## config.mk

```make
export PLATFORM = sky130hd
export DESIGN_NAME = uart_rx_data_sampler
export DESIGN_NICKNAME = d
export VERILOG_FILES = /design/src/rtl/uart_rx_pkg.sv /design/src/rtl/rx_bit_sync.sv /design/src/rtl/uart_rx_data_sampler.sv
export SDC_FILE = /design/constraint.sdc
export NUM_CORES = 1
export LEC_CHECK = 0
export CAP_MARGIN = 30
export CORE_MARGIN = 2
export CORE_UTILIZATION = 55
export CTS_CLUSTER_DIAMETER = 60
export DETAILED_ROUTE_END_ITERATION = 10
export PLACE_DENSITY = 0.79
export SLEW_MARGIN = 20
export SYNTH_ARGS = -nofsm -noshare
export SYNTH_HDL_FRONTEND = slang
export SYNTH_SLANG_ARGS = --single-unit
```

## constraint.sdc

```tcl
create_clock -name CLK -period 3.22 [get_ports CLK]
set_input_delay 0.644 -clock CLK [delete_from_list [all_inputs] [get_ports CLK]]
set_output_delay 0.644 -clock CLK [all_outputs]
set_load 0.005 [all_outputs]
```

## src/rtl/uart_rx_pkg.sv

```systemverilog
// Shared constants and state encoding for the UART RX oversampling stage.
package uart_rx_pkg;

  localparam int PRESCALE_W   = 6;
  localparam int PRESCALE_MIN = 6;
  localparam int PRESCALE_DEF = 8;

  typedef enum logic [0:0] {
    ST_IDLE  = 1'b0,
    ST_COUNT = 1'b1
  } rx_state_e;

endpackage

```

## src/rtl/rx_bit_sync.sv

```systemverilog
// Two-flop synchronizer for the serial line. Both flops reset to the
// idle-high line level so a reset never looks like a start bit.
module rx_bit_sync (
  input  logic CLK,
  input  logic RST,
  input  logic d,
  output logic q
);

  logic ff1_r;
  logic ff2_r;

  // Shift the raw line through two flops to settle metastability.
  always_ff @(posedge CLK or negedge RST) begin
    if (!RST) begin
      ff1_r <= 1'b1;
      ff2_r <= 1'b1;
    end else begin
      ff1_r <= d;
      ff2_r <= ff1_r;
    end
  end

  assign q = ff2_r;

endmodule

```

## src/rtl/uart_rx_data_sampler.sv

```systemverilog
// UART RX data sampler: counts oversampling edges inside each bit, takes
// three samples of the line around mid-bit and majority-votes them.
// Optional build macro RX_SYNC_2FF_EN inserts a two-flop synchronizer on
// RX_IN (two extra cycles of line-to-sample delay).
module uart_rx_data_sampler #(
  parameter int PRESCALE_W   = uart_rx_pkg::PRESCALE_W,
  parameter int PRESCALE_MIN = uart_rx_pkg::PRESCALE_MIN
) (
  input  logic                  CLK,
  input  logic                  RST,
  input  logic                  RX_IN,
  input  logic                  dat_samp_en,
  input  logic [PRESCALE_W-1:0] prescale,
  output logic                  sampled_bit,
  output logic                  sample_valid,
  output logic [PRESCALE_W-1:0] edge_cnt,
  output logic                  bit_tick
);

  import uart_rx_pkg::*;

  // Legal ratio: too-small values fall back to the default, odd values
  // round down so the mid-bit point is an integer.
  function automatic logic [PRESCALE_W-1:0] clamp_prescale(input logic [PRESCALE_W-1:0] pre);
    logic [PRESCALE_W-1:0] res;
    if (pre < PRESCALE_W'(PRESCALE_MIN)) begin
      res = PRESCALE_W'(PRESCALE_DEF);
    end else begin
      res = {pre[PRESCALE_W-1:1], 1'b0};
    end
    return res;
  endfunction

  function automatic logic majority3(input logic a, input logic b, input logic c);
    return (a & b) | (a & c) | (b & c);
  endfunction

  rx_state_e             state_r;
  rx_state_e             state_nxt_s;
  logic [PRESCALE_W-1:0] p_r;
  logic [PRESCALE_W-1:0] p_eff_s;
  logic [PRESCALE_W-1:0] half_s;
  logic [PRESCALE_W-1:0] last_s;
  logic [PRESCALE_W-1:0] cnt_r;
  logic [PRESCALE_W-1:0] cnt_nxt_s;
  logic                  rx_s;
  logic                  s0_r;
  logic                  s1_r;
  logic                  cap0_s;
  logic                  cap1_s;
  logic                  vote_s;
  logic                  tick_nxt_s;
  logic                  bit_r;
  logic                  valid_r;
  logic                  tick_r;

`ifdef RX_SYNC_2FF_EN
  rx_bit_sync u_rx_bit_sync (
    .CLK (CLK),
    .RST (RST),
    .d   (RX_IN),
    .q   (rx_s)
  );
`else
  assign rx_s = RX_IN;
`endif

  // State register: COUNT while the RX FSM holds the enable.
  always_ff @(posedge CLK or negedge RST) begin
    if (!RST) begin
      state_r <= ST_IDLE;
    end else begin
      state_r <= state_nxt_s;
    end
  end

  // Next state follows the level of the enable.
  always_comb begin
    state_nxt_s = state_r;
    case (state_r)
      ST_IDLE: begin
        if (dat_samp_en) state_nxt_s = ST_COUNT;
        else             state_nxt_s = ST_IDLE;
      end
      ST_COUNT: begin
        if (dat_samp_en) state_nxt_s = ST_COUNT;
        else             state_nxt_s = ST_IDLE;
      end
      default: state_nxt_s = ST_IDLE;
    endcase
  end

  // Edge decode: the first enabled cycle already uses the freshly clamped
  // prescale; afterwards the latched value is used so mid-bit changes
  // on the prescale input cannot disturb the count.
  always_comb begin
    p_eff_s = p_r;
    case (state_r)
      ST_IDLE:  p_eff_s = clamp_prescale(prescale);
      ST_COUNT: p_eff_s = p_r;
      default:  p_eff_s = p_r;
    endcase
    half_s = {1'b0, p_eff_s[PRESCALE_W-1:1]};
    last_s = p_eff_s - PRESCALE_W'(1);
    if (dat_samp_en) begin
      if (cnt_r == last_s) cnt_nxt_s = '0;
      else                 cnt_nxt_s = cnt_r + PRESCALE_W'(1);
    end else begin
      cnt_nxt_s = '0;
    end
    cap0_s     = dat_samp_en && (cnt_r == (half_s - PRESCALE_W'(2)));
    cap1_s     = dat_samp_en && (cnt_r == (half_s - PRESCALE_W'(1)));
    // The third sample is the live line on this edge; it is voted at once.
    vote_s     = dat_samp_en && (cnt_r == half_s);
    tick_nxt_s = dat_samp_en && (cnt_nxt_s == last_s);
  end

  // Latch the oversampling ratio on the first enabled cycle.
  always_ff @(posedge CLK or negedge RST) begin
    if (!RST) begin
      p_r <= PRESCALE_W'(PRESCALE_DEF);
    end else if ((state_r == ST_IDLE) && dat_samp_en) begin
      p_r <= p_eff_s;
    end
  end

  // Edge counter and registered end-of-bit tick.
  always_ff @(posedge CLK or negedge RST) begin
    if (!RST) begin
      cnt_r  <= '0;
      tick_r <= 1'b0;
    end else begin
      cnt_r  <= cnt_nxt_s;
      tick_r <= tick_nxt_s;
    end
  end

  // Capture the two early samples of the current bit.
  always_ff @(posedge CLK or negedge RST) begin
    if (!RST) begin
      s0_r <= 1'b1;
      s1_r <= 1'b1;
    end else begin
      if (cap0_s) s0_r <= rx_s;
      if (cap1_s) s1_r <= rx_s;
    end
  end

  // Majority vote and its one-cycle valid strobe.
  always_ff @(posedge CLK or negedge RST) begin
    if (!RST) begin
      bit_r   <= 1'b1;
      valid_r <= 1'b0;
    end else begin
      valid_r <= vote_s;
      if (vote_s) bit_r <= majority3(s0_r, s1_r, rx_s);
    end
  end

  assign sampled_bit  = bit_r;
  assign sample_valid = valid_r;
  assign edge_cnt     = cnt_r;
  assign bit_tick     = tick_r;

endmodule

```

### Word level (Yosys, flattened, before mapping)

Index checks and enable logic that the tools add are counted.

* output and inout bits: 9
* flip-flop bits (word level): 18
* logic and storage cells: 34

* bitwise gates (word level): 6
* mux-type cells: 5
* magnitude comparators: 1
* reductions and logical operators: 5
* equality and inequality tests: 5
* add/sub/neg operators: 4

Operators by type and width (number)
* 6-bit == test: 4
* 6-bit 2-to-1 mux: 3
* 6-bit case mux with 2 select lines: 1
* 6-bit by 1-bit adder with 6-bit output, second input constant: 1
* 6-bit by 5-bit == test with 1-bit output: 1
* 6-bit by 3-bit < comparator with 1-bit output, second input constant: 1
* 5-bit by 1-bit subtractor with 6-bit output, second input constant: 1
* 5-bit by 2-bit subtractor with 6-bit output, second input constant: 1
* 6-bit by 1-bit subtractor with 6-bit output, second input constant: 1
* 1-bit logical AND: 5
* 1-bit bitwise AND: 3
* 1-bit bitwise OR: 2
* 1-bit 2-to-1 mux: 1
* 1-bit NOT: 1

### Longest topological paths before layout

Gate-level depths: netlist of run 1.

* depth in word-level cells: 9
* mapped depth: 12
* depth with buffers taken out: 11

### Least setup slack after synthesis of run 1

OpenSTA, ideal clock, no wires.

* path type: input port to flip-flop
* from: input port prescale[5]
* to: register tick_r (netlist: bit_tick)
* slack: 84 ps
* stages: 11
* arrival time: 3040 ps
* data required time: 3124 ps
* cells stage by stage: o41ai_1 nor2_1 a21oi_2 ha_1 xnor2_1 a221oi_1 o2111ai_1 nor4_4 and4_2 a211oi_1 nor4_2

* word-level cells in the longest chain between the ends: 9

Ends and longest elaborated chain
* from (decl): RTL line uart_rx_data_sampler.sv:13 `input logic [PRESCALE_W-1:0] prescale,`
* 6-bit by 3-bit < comparator with 1-bit output: RTL line uart_rx_data_sampler.sv:26 `if (pre < PRESCALE_W'(PRESCALE_MIN)) begin`
* 6-bit 2-to-1 mux (*): RTL line uart_rx_data_sampler.sv:26
* 6-bit case mux with 2 select lines (*): RTL line uart_rx_data_sampler.sv:98 `case (state_r)`
* 6-bit by 1-bit subtractor with 6-bit output (*): RTL line uart_rx_data_sampler.sv:104 `last_s = p_eff_s - PRESCALE_W'(1);`
* 6-bit == test: RTL line uart_rx_data_sampler.sv:106 `if (cnt_r == last_s) cnt_nxt_s = '0;`
* 6-bit 2-to-1 mux: RTL line uart_rx_data_sampler.sv:106
* 6-bit 2-to-1 mux: RTL line uart_rx_data_sampler.sv:105 `if (dat_samp_en) begin`
* 6-bit == test (*): RTL line uart_rx_data_sampler.sv:115 `tick_nxt_s = dat_samp_en && (cnt_nxt_s == last_s);`
* 1-bit logical AND (*): RTL line uart_rx_data_sampler.sv:115
* via tick_nxt_s: RTL line uart_rx_data_sampler.sv:52 `logic tick_nxt_s;`
* to (signal assigned): RTL line uart_rx_data_sampler.sv:134 `tick_r <= tick_nxt_s;`
* to (decl): RTL line uart_rx_data_sampler.sv:55 `logic tick_r;`

The timed path passes the listed nets; every way through them passes the cells marked *.
A chain may end at the register's enable or synchronous reset.

### Final worst setup path of run 1

* from: input port prescale[1]
* to: register tick_r (netlist: bit_tick)

* word-level cells in the longest chain between the ends: 9

Ends and longest elaborated chain
* 6-bit by 3-bit < comparator with 1-bit output: RTL line uart_rx_data_sampler.sv:26
* 6-bit 2-to-1 mux (*): RTL line uart_rx_data_sampler.sv:26
* 6-bit case mux with 2 select lines (*): RTL line uart_rx_data_sampler.sv:98
* 6-bit by 1-bit subtractor with 6-bit output (*): RTL line uart_rx_data_sampler.sv:104
* 6-bit == test (*): RTL line uart_rx_data_sampler.sv:106
* 6-bit 2-to-1 mux (*): RTL line uart_rx_data_sampler.sv:106
* 6-bit 2-to-1 mux (*): RTL line uart_rx_data_sampler.sv:105
* via cnt_nxt_s[0]: RTL line uart_rx_data_sampler.sv:45 `logic [PRESCALE_W-1:0] cnt_nxt_s;`
* 6-bit == test (*): RTL line uart_rx_data_sampler.sv:115
* 1-bit logical AND (*): RTL line uart_rx_data_sampler.sv:115
* via tick_nxt_s: RTL line uart_rx_data_sampler.sv:52

Marked as above.

==> reports/qor.csv, run 1 <==
metric;value;unit
grt_max_degree;19;
finalPower;839.7;µW
clock-root-buffer;clkbuf_4;
fillCellCount;177;
viasPerCell;6.217;
grt_pass1_wl;6.886;mm
ys_seq_area_share;29.19;%
period_share;94.29;%
met3_length;271;µm
highest_layer;met4;
rr_endpoint;bit_tick$_DFF_PN0_;
core_area;0.002734;mm²
whs;0.5320;ns
hold_path_startpoint;p_r[1]$_DFFE_PN0P_;
antenna_left;0;
power_leakage;0.9142;nW
ys_ff_latch;18;
fin_nets;221;
clk_pin_slew;0.13;ns
io-pin-count;19;
powerDensity;398.3;mW/mm²
grt_usage;27.40;%
async_reset_ff_share;100.0;%
synth_area_leaders;dfrtp_1 (22%), dfstp_2 (6.7%), xor2_1 (6.7%);
die_h;57.26;µm
critPathKind;in2reg;
drv_slew;0;
timing.final.ws_setup;0.1839;ns
clk_latency;0.31;ns
portBuffers;17;
area_growth;35.12;%
stdcell_area;0.002108;mm²
dr.pass1.iters;4;
fmax;329.4;MHz
synth_top_flop_cell;dfrtp_1;
finalSetupViolCount;0;
status;finished clean;
drv_cap;0;
yosys.area.top_type;dfrtp_1;
synth_edf_count;0;
crit_chain;dlygate4sd2_1, o41ai_4, nor2_1, a21oi_2, ha_2, buf_6, xnor2_4, a221oi_2, o2111ai_2, nor4_4, buf_4, a311oi_4, xor2_1, nor4_2;
cts_buffer_depth;2;
arrival;3.26;ns
wl_per_cell;18.46;µm
rrSetupSlack;0.43;ns
synth_top_area_share;22.45;%
layout-drive-gt1-share;37.75;%
final_cell_mix;buf_4 (31), nor2_1 (13), dfrtp_1 (13);
layout_min_cycle_time;3.036;ns
dp_slack;-0.5342;ns
drc;0;
netlist_instances;158;
slew_headroom;42.34;%
worst_setup_path_start_kind;primary input;
syn_avg_cell_area;9.875;µm²
cts.sink_count;18;
timing.clock.skew;0.009806;ns
min_to;p_r[1]$_DFFE_PN0P_;
max_stage_delay;0.36;ns
dieArea;0.003279;mm²
wl_met2;2.228;mm
synth_nets;174;
crit_slowest_cell;dlygate4sd2_1;
vias;1461;
required;3.45;ns
r2r_start;state_r$_DFF_PN0_;
hpwlAfterDp;2.834;mm
hold_class;reg2reg;
mostFrequentLayoutCell;buf_4;
r2r_cells;12;
ir_drop;0.0003119;V
gp_congestion;0.8953;
hold_viol_final;0;
start_util;57.07;%
yosysWarnings;0;
routed_wl;4.338;mm
grt_pass1_vias;1503;
antenna_found_initial;0;
syn_area;0.001560;mm²
n_antenna_cell;0;
regArea;456.7;µm²
tritoncts;done;
min_path_cells;2;
cp-end-kind;register;
placed_area;0.001884;mm²
drt_iter0_markers;68;
routedLengthMet1;1.692;mm
cts_inserted_buffers;3;
die_w;57.26;µm
multi_input_area;0.001155;mm²
tightest_slew;0.8622;ns
grt-ovfl-total;0;
critPathMaxFanout;5;
synth_cell_types;55;
cts_max_level;1;
rows;19;
## cell type report
cell class,count,area share (%)
inverters,6,1.068
well taps,31,1.840
clock buffers,4,1.721
flip-flops and latches,18,21.66
multi-input cells,127,54.78
repair buffers,49,18.93
## layer usage
metal  vias to the layer above  GRT usage (%)
li1                        665              -
met2                        64          47.13
met3                        21          2.948
met4                         0          13.62
met1                       711          34.16
met5                         -              0
## cells by family (layout without fill, tap and decap cells)
| family | after synthesis | in the layout | share of synthesized area (%) |
|---|---|---|---|
| adder cells (fa/ha/maj) | 7 | 7 | 5.453 |
| XOR/XNOR | 25 | 25 | 15.40 |
| multiplexers | 8 | 8 | 7.137 |
| flip-flops | 18 | 18 | 29.19 |
| AND/OR/NAND/NOR | 58 | 58 | 20.93 |
| AO/OA/AOI/OAI | 29 | 29 | 16.28 |
| buffers and inverters | 13 | 59 | 5.613 |
## worst max-delay path by stage
stage / endpoint / start / slack, ns / cells past startpoint
final: bit_tick$_DFF_PN0_ / prescale[1] / 0.18 / 14
after detailed placement: bit_tick$_DFF_PN0_ / prescale[5] / -0.53 / 12
after floorplan: bit_tick$_DFF_PN0_ / prescale[5] / 0.08 / 11
after global placement: bit_tick$_DFF_PN0_ / prescale[5] / -0.47 / 12
after global routing: bit_tick$_DFF_PN0_ / prescale[1] / -0.02 / 14
after CTS: bit_tick$_DFF_PN0_ / prescale[2] / 0.05 / 15
## registers in the layout (all words and copies together) (netlist names)
| register | cells |
|---|---|
| edge_cnt | 6 |
| p_r | 6 |
| bit_tick | 1 |
| s0_r | 1 |
| s1_r | 1 |
| sample_valid | 1 |
| sampled_bit | 1 |
| state_r | 1 |
## worst max-delay path, delay by kind of cell
kind	cells	cell delay (ns)
AO/OA/AOI/OAI	5	0.74
adder cells (fa/ha/maj)	1	0.20
AND/OR/NAND/NOR	3	0.64
buffers and inverters	3	0.69
XOR/XNOR	2	0.33
## per-stage QoR
| step | cells | setup TNS (ns) | util, % |
|---|---|---|---|
| floorplan | 158 | 0 | - |
| global placement | 223 | -2.751 | 68.92 |
| detailed placement | 223 | -3.279 | 68.92 |
| CTS | 233 | 0 | 74.37 |
| global route | 235 | -0.01544 | 77.12 |
| finish | 235 | 0 | 77.12 |
## Yosys cell counts (3+ instances only)
cell and count:
xnor2_1 11, dfstp_2 4, inv_1 6, a31oi_1 4
dfrtp_1 14, nor3_1 3, xor2_1 12, and2_1 3
nand2b_1 3, ha_1 6, nor4_1 3, nand3_1 8
mux2_2 3, nor2b_1 4, nor2_1 13, nand2_1 10
## power by group
part	switching (mW)	internal, mW	total (mW)	leakage, nW
Clock	0.0848	0.0691	0.154	0.0210
Combinational	0.190	0.196	0.386	0.669
Sequential	0.0320	0.268	0.300	0.224
## repair_timing
| action | in CTS | in global routing |
|---|---|---|
| setup endpoints to repair | 7 | 3 |
| hold buffers | 0 | 0 |
| buffers inserted | 6 | 2 |
| pin swaps | 10 | 12 |
| resized for setup | 15 | 22 |
No activity file was read; power rests on OpenSTA's default activity.
==> run 2: changes to the inputs <==
PLACE_DENSITY = default   (was 0.79)
PLACE_DENSITY_LB_ADDON = 0.2   (was default)
clock period = 3.6 ns   (was 3.22 ns; I/O delays follow)
==> run 2 against run 1 <==
- sequential power is 10% lower
- worst hold slack gained 0.0067 ns
- clock-buffer cell count did not move
- largest cell class unchanged
- highest routed layer unchanged
==> reports/qor.csv, run 2 (same netlist as run 1, synthesis figures left out) <==
metric;value;unit
hpwlAfterDp;2.978;mm
r2r_cells;11;
placed_area;0.001847;mm²
crit_chain;clkdlybuf4s50_1, buf_4, o41ai_4, o21ba_4, ha_2, a21boi_2, xnor3_1, nor4_4, buf_4, a31oi_1, o221ai_1, nor4_2;
cts_buffer_depth;2;
grt_max_degree;19;
drv_cap;0;
crit_slowest_cell;clkdlybuf4s50_1;
clk_pin_slew;0.12;ns
max_stage_delay;0.45;ns
wl_per_cell;18.04;µm
worst_setup_path_start_kind;primary input;
status;finished clean;
critPathKind;in2reg;
timing.final.ws_setup;0.06779;ns
rows;19;
critical_path.startpoint;prescale[5];
die_w;57.26;µm
cts.sink_count;18;
power_leakage;0.8692;nW
layout-drive-gt1-share;29.23;%
place_inst;218;
arrival;3.73;ns
grt-ovfl-total;0;
fin_nets;212;
fin_cells;226;
routed_wl;4.077;mm
viasPerCell;6.000;
dr.pass1.iters;4;
drv_slew;0;
tritoncts;done;
drc;0;
vias;1356;
required;3.80;ns
antenna_found_initial;0;
tns;0;ns
final_cell_mix;buf_4 (23), dfrtp_1 (14), clkdlybuf4s50_1 (14);
hold_path_startpoint;p_r[1]$_DFFE_PN0P_;
portBuffers;17;
drt_iter0_markers;93;
layout_min_cycle_time;3.532;ns
hold_viol_final;0;
timing.clock.skew;0.01287;ns
n_antenna_cell;0;
cp-end-kind;register;
finalSetupViolCount;0;
grt_usage;26.32;%
area_growth;26.14;%
antenna_left;0;
clock-root-buffer;clkbuf_4;
grt_pass1_vias;1466;
dp_slack;-0.2494;ns
hold_class;reg2reg;
dieArea;0.003279;mm²
powerDensity;356.2;mW/mm²
core_area;0.002734;mm²
clk_latency;0.30;ns
stdcell_area;0.001968;mm²
start_util;57.07;%
cts_max_level;1;
tightest_slew;0.8633;ns
cpMostUsedCell;buf_4;
min_path_cells;2;
fmax;283.1;MHz
cts_inserted_buffers;3;
gp_congestion;0.8812;
grt_pass1_wl;6.637;mm
ir_drop;0.0002956;V
io-pin-count;19;
period_share;98.12;%
critPathMaxFanout;6;
mostFrequentLayoutCell;buf_4;
slew_headroom;42.27;%
die_h;57.26;µm
r2r_start;state_r$_DFF_PN0_;
-- run 2: cell count changes in the layout (fill, tap and decap cells not counted), moves of 2 or more --
cell / delta
dlymetal6s2s_1: +3
buf_6: -2
buf_4: -8
clkbuf_2: -3
clkdlybuf4s50_1: +2
a31oi_1: +2
-- run 2: area by class of cell --
| cell class | count | area [µm²] |
|---|---|---|
| Inverter | 6 | 22.52 |
| Timing Repair Buffer | 40 | 350.3 |
| Sequential cell | 18 | 455.4 |
| Clock buffer | 4 | 36.28 |
| Fill cell | 215 | 765.7 |
| Tap cell | 31 | 38.79 |
| Multi-Input combinational cell | 127 | 1065 |
-- run 2: final timing paths --
check                                         to  slack (ns)
hold / removal                p_r[1]$_DFFE_PN0P_        0.54
min in group asynchronous  edge_cnt[1]$_DFF_PN0_        0.89
max in group asynchronous      state_r$_DFF_PN0_        2.17
hold reg to reg               p_r[1]$_DFFE_PN0P_        0.54
setup / recovery              bit_tick$_DFF_PN0_        0.07
setup reg to reg              bit_tick$_DFF_PN0_        0.32
-- run 2: metal layers --
metal  part of all wire (%)  track usage [%]  routed length [µm]
met4                    1.1            11.30                  44
met1                     41            31.26                1676
met3                    5.4            4.762                 219
met5                      0                0                   0
met2                     52            46.47                2136
-- run 2: repair_timing --
item | in CTS | in global routing
setup buffers | 0 | 4
hold buffers | 0 | 0
resized for setup | 0 | 12
endpoints found under the setup margin | 0 | 6
-- run 2: power breakdown --
group | total [mW] | switching (mW) | internal (mW) | leakage, nW
clock network | 0.131 | 0.0696 | 0.0617 | 0.0210
logic | 0.300 | 0.146 | 0.153 | 0.623
registers | 0.270 | 0.0305 | 0.240 | 0.225
-- run 2: worst max-delay path: cells and delay by family --
kind                       cells  cell delay [ns]
xor gates and xnor gates       1             0.29
and+or+nand+nor                2             0.54
buffers and inverters          3             0.83
adders and majority gates      1             0.21
AOI/OAI and AO/OA              5             1.14
-- run 2: through the flow --
stage	util [%]	power, mW	hold slack, ns
floorplan	-	0.4511	0.4244
global placement	67.55	0.5381	0.4942
detailed placement	67.55	0.5526	0.5124
CTS	68.88	0.6844	0.5394
global route	71.99	0.7390	0.5851
finish	71.99	0.7011	0.5387
==> run 3: changes to the inputs <==
CORE_UTILIZATION = 45   (was 55)
==> run 3 against run 2 <==
- worst hold slack worse by 0.019 ns
- combinational power is 4% lower
- flip-flop and latch count stayed put
- routed wire length is 11% lower
- clock skew is 0.0039 ns lower
- final area is 0.25% lower
- first-iteration DRC count is 56% lower
- critical path depth is 1 higher
- die area is 21% higher
- clock power hardly changed
- utilization is 13 points lower
- global-route usage is 6.5 points lower
- highest routed layer unchanged
==> reports/qor.csv, run 3 (same netlist as run 1, synthesis figures left out) <==
metric;value;unit
critPathKind;in2reg;
ir_drop;0.0001899;V
powerDensity;352.1;mW/mm²
timing.clock.skew;0.008966;ns
worst_setup_path_start_kind;primary input;
grt_pass1_vias;1357;
fmax;288.4;MHz
clk_pin_slew;0.12;ns
cts_max_level;1;
routed_wl;3.641;mm
drv_cap;0;
antenna_left;0;
grt-ovfl-total;0;
rows;21;
regArea;455.4;µm²
tns;0;ns
stdcell_area;0.001963;mm²
grt_pass1_wl;6.244;mm
layout_min_cycle_time;3.467;ns
clock-root-buffer;clkbuf_4;
dp_slack;-0.2545;ns
placed_area;0.001873;mm²
arrival;3.67;ns
cts_buffer_depth;2;
busiest_layer;met2;
portBuffers;17;
n_antenna_cell;0;
final_cell_mix;buf_4 (21), clkdlybuf4s50_1 (17), dfrtp_1 (14);
core_area;0.003337;mm²
cts.sink_count;18;
grt_usage;19.78;%
status;finished clean;
min_path_cells;2;
slew_headroom;42.87;%
finalPower;691.2;µW
fillCellCount;306;
tritoncts;done;
critPathMaxFanout;5;
met2_usage;35.24;%
hpwlAfterDp;2.753;mm
gp_congestion;0.8731;
required;3.80;ns
clk_latency;0.30;ns
grt_max_degree;19;
power_leakage;0.8314;nW
die_w;62.89;µm
use_met1;24.86;%
hold_class;reg2reg;
drt_iter0_markers;41;
r2r_cells;10;
mostFrequentLayoutCell;buf_4;
vias;1323;
wl_per_cell;15.23;µm
antenna_found_initial;0;
cts_inserted_buffers;3;
timing.final.ws_setup;0.1328;ns
rsz0062_at_grt;yes;
area_growth;25.82;%
die_h;62.89;µm
io-pin-count;19;
dr.pass1.iters;4;
layout-drive-gt1-share;28.50;%
drc;0;
hold_viol_final;0;
final_util;58.83;%
viasPerCell;5.536;
dieArea;0.003955;mm²
multi_input_area;0.001064;mm²
period_share;96.31;%
fin_nets;210;
finalSetupViolCount;0;
drv_slew;0;
cp-end-kind;register;
start_util;46.76;%
use_met3;2.342;%
tightest_slew;0.8543;ns
==> run 3: cell types whose count changed in the layout (fill, tap and decap cells not counted) <==
cell | before | now
clkdlybuf4s50_1 | 14 | 17
dlymetal6s2s_1 | 3 | 0
a32oi_1 | 1 | 0
a32oi_2 | 0 | 1
o21ba_2 | 0 | 1
o21ba_4 | 1 | 0
buf_4 | 23 | 21
ha_1 | 4 | 5
ha_2 | 2 | 1
==> run 3: report_power, final <==
group	switching, mW	internal, mW	total (mW)
clock	0.0710	0.0616	0.133
combinational	0.136	0.153	0.289
sequential	0.0296	0.240	0.269
total	0.237	0.455	0.691
==> run 3: worst paths after layout <==
kind | slack (ns) | endpoint | start
max | 0.13 | bit_tick$_DFF_PN0_ | prescale[2]
min | 0.52 | p_r[1]$_DFFE_PN0P_ | p_r[1]$_DFFE_PN0P_
max reg2reg | 0.42 | bit_tick$_DFF_PN0_ | state_r$_DFF_PN0_
min reg2reg | 0.52 | p_r[1]$_DFFE_PN0P_ | p_r[1]$_DFFE_PN0P_
max in group asynchronous | 2.18 | p_r[5]$_DFFE_PN0P_ | RST
min in group asynchronous | 0.89 | p_r[4]$_DFFE_PN0P_ | RST
==> run 3: area by class of cell <==
class	instances	share of cell area, %
Sequential cell	18	23.20
Inverter	6	1.147
Timing Repair Buffer	38	16.70
Multi-Input combinational cell	127	54.17
Tap cell	46	2.932
Clock buffer	4	1.848
==> run 3: stage by stage <==
stage               hold WS (ns)  instances
floorplan                 0.4244        158
global placement          0.4934        234
detailed placement        0.4993        234
CTS                       0.5278        238
global route              0.5521        239
finish                    0.5195        239
==> run 3: critical path, stage by stage <==
cell and delay (ns):
clkdlybuf4s50_1 0.44, o41ai_2 0.39, nor2_1 0.09, a21oi_2 0.18, ha_2 0.22, buf_4 0.12, inv_1 0.06, a21boi_2 0.17
xnor3_1 0.28, nor4_4 0.42, nand3_1 0.23, a32oi_2 0.28, nor4_2 0.07
==> run 3: layer usage <==
layer	part of all wire, %	up-vias
met3	4.0	2
met2	52	33
li1	-	639
met5	0	-
met4	0.63	0
met1	43	649
==> run 3: what timing repair did <==
| action | in CTS | in global routing |
|---|---|---|
| setup buffers | 0 | 1 |
| hold buffers | 0 | 0 |
| resized for setup | 0 | 8 |
| hold endpoints to repair | 0 | 0 |
| setup endpoints to repair | 0 | 6 |
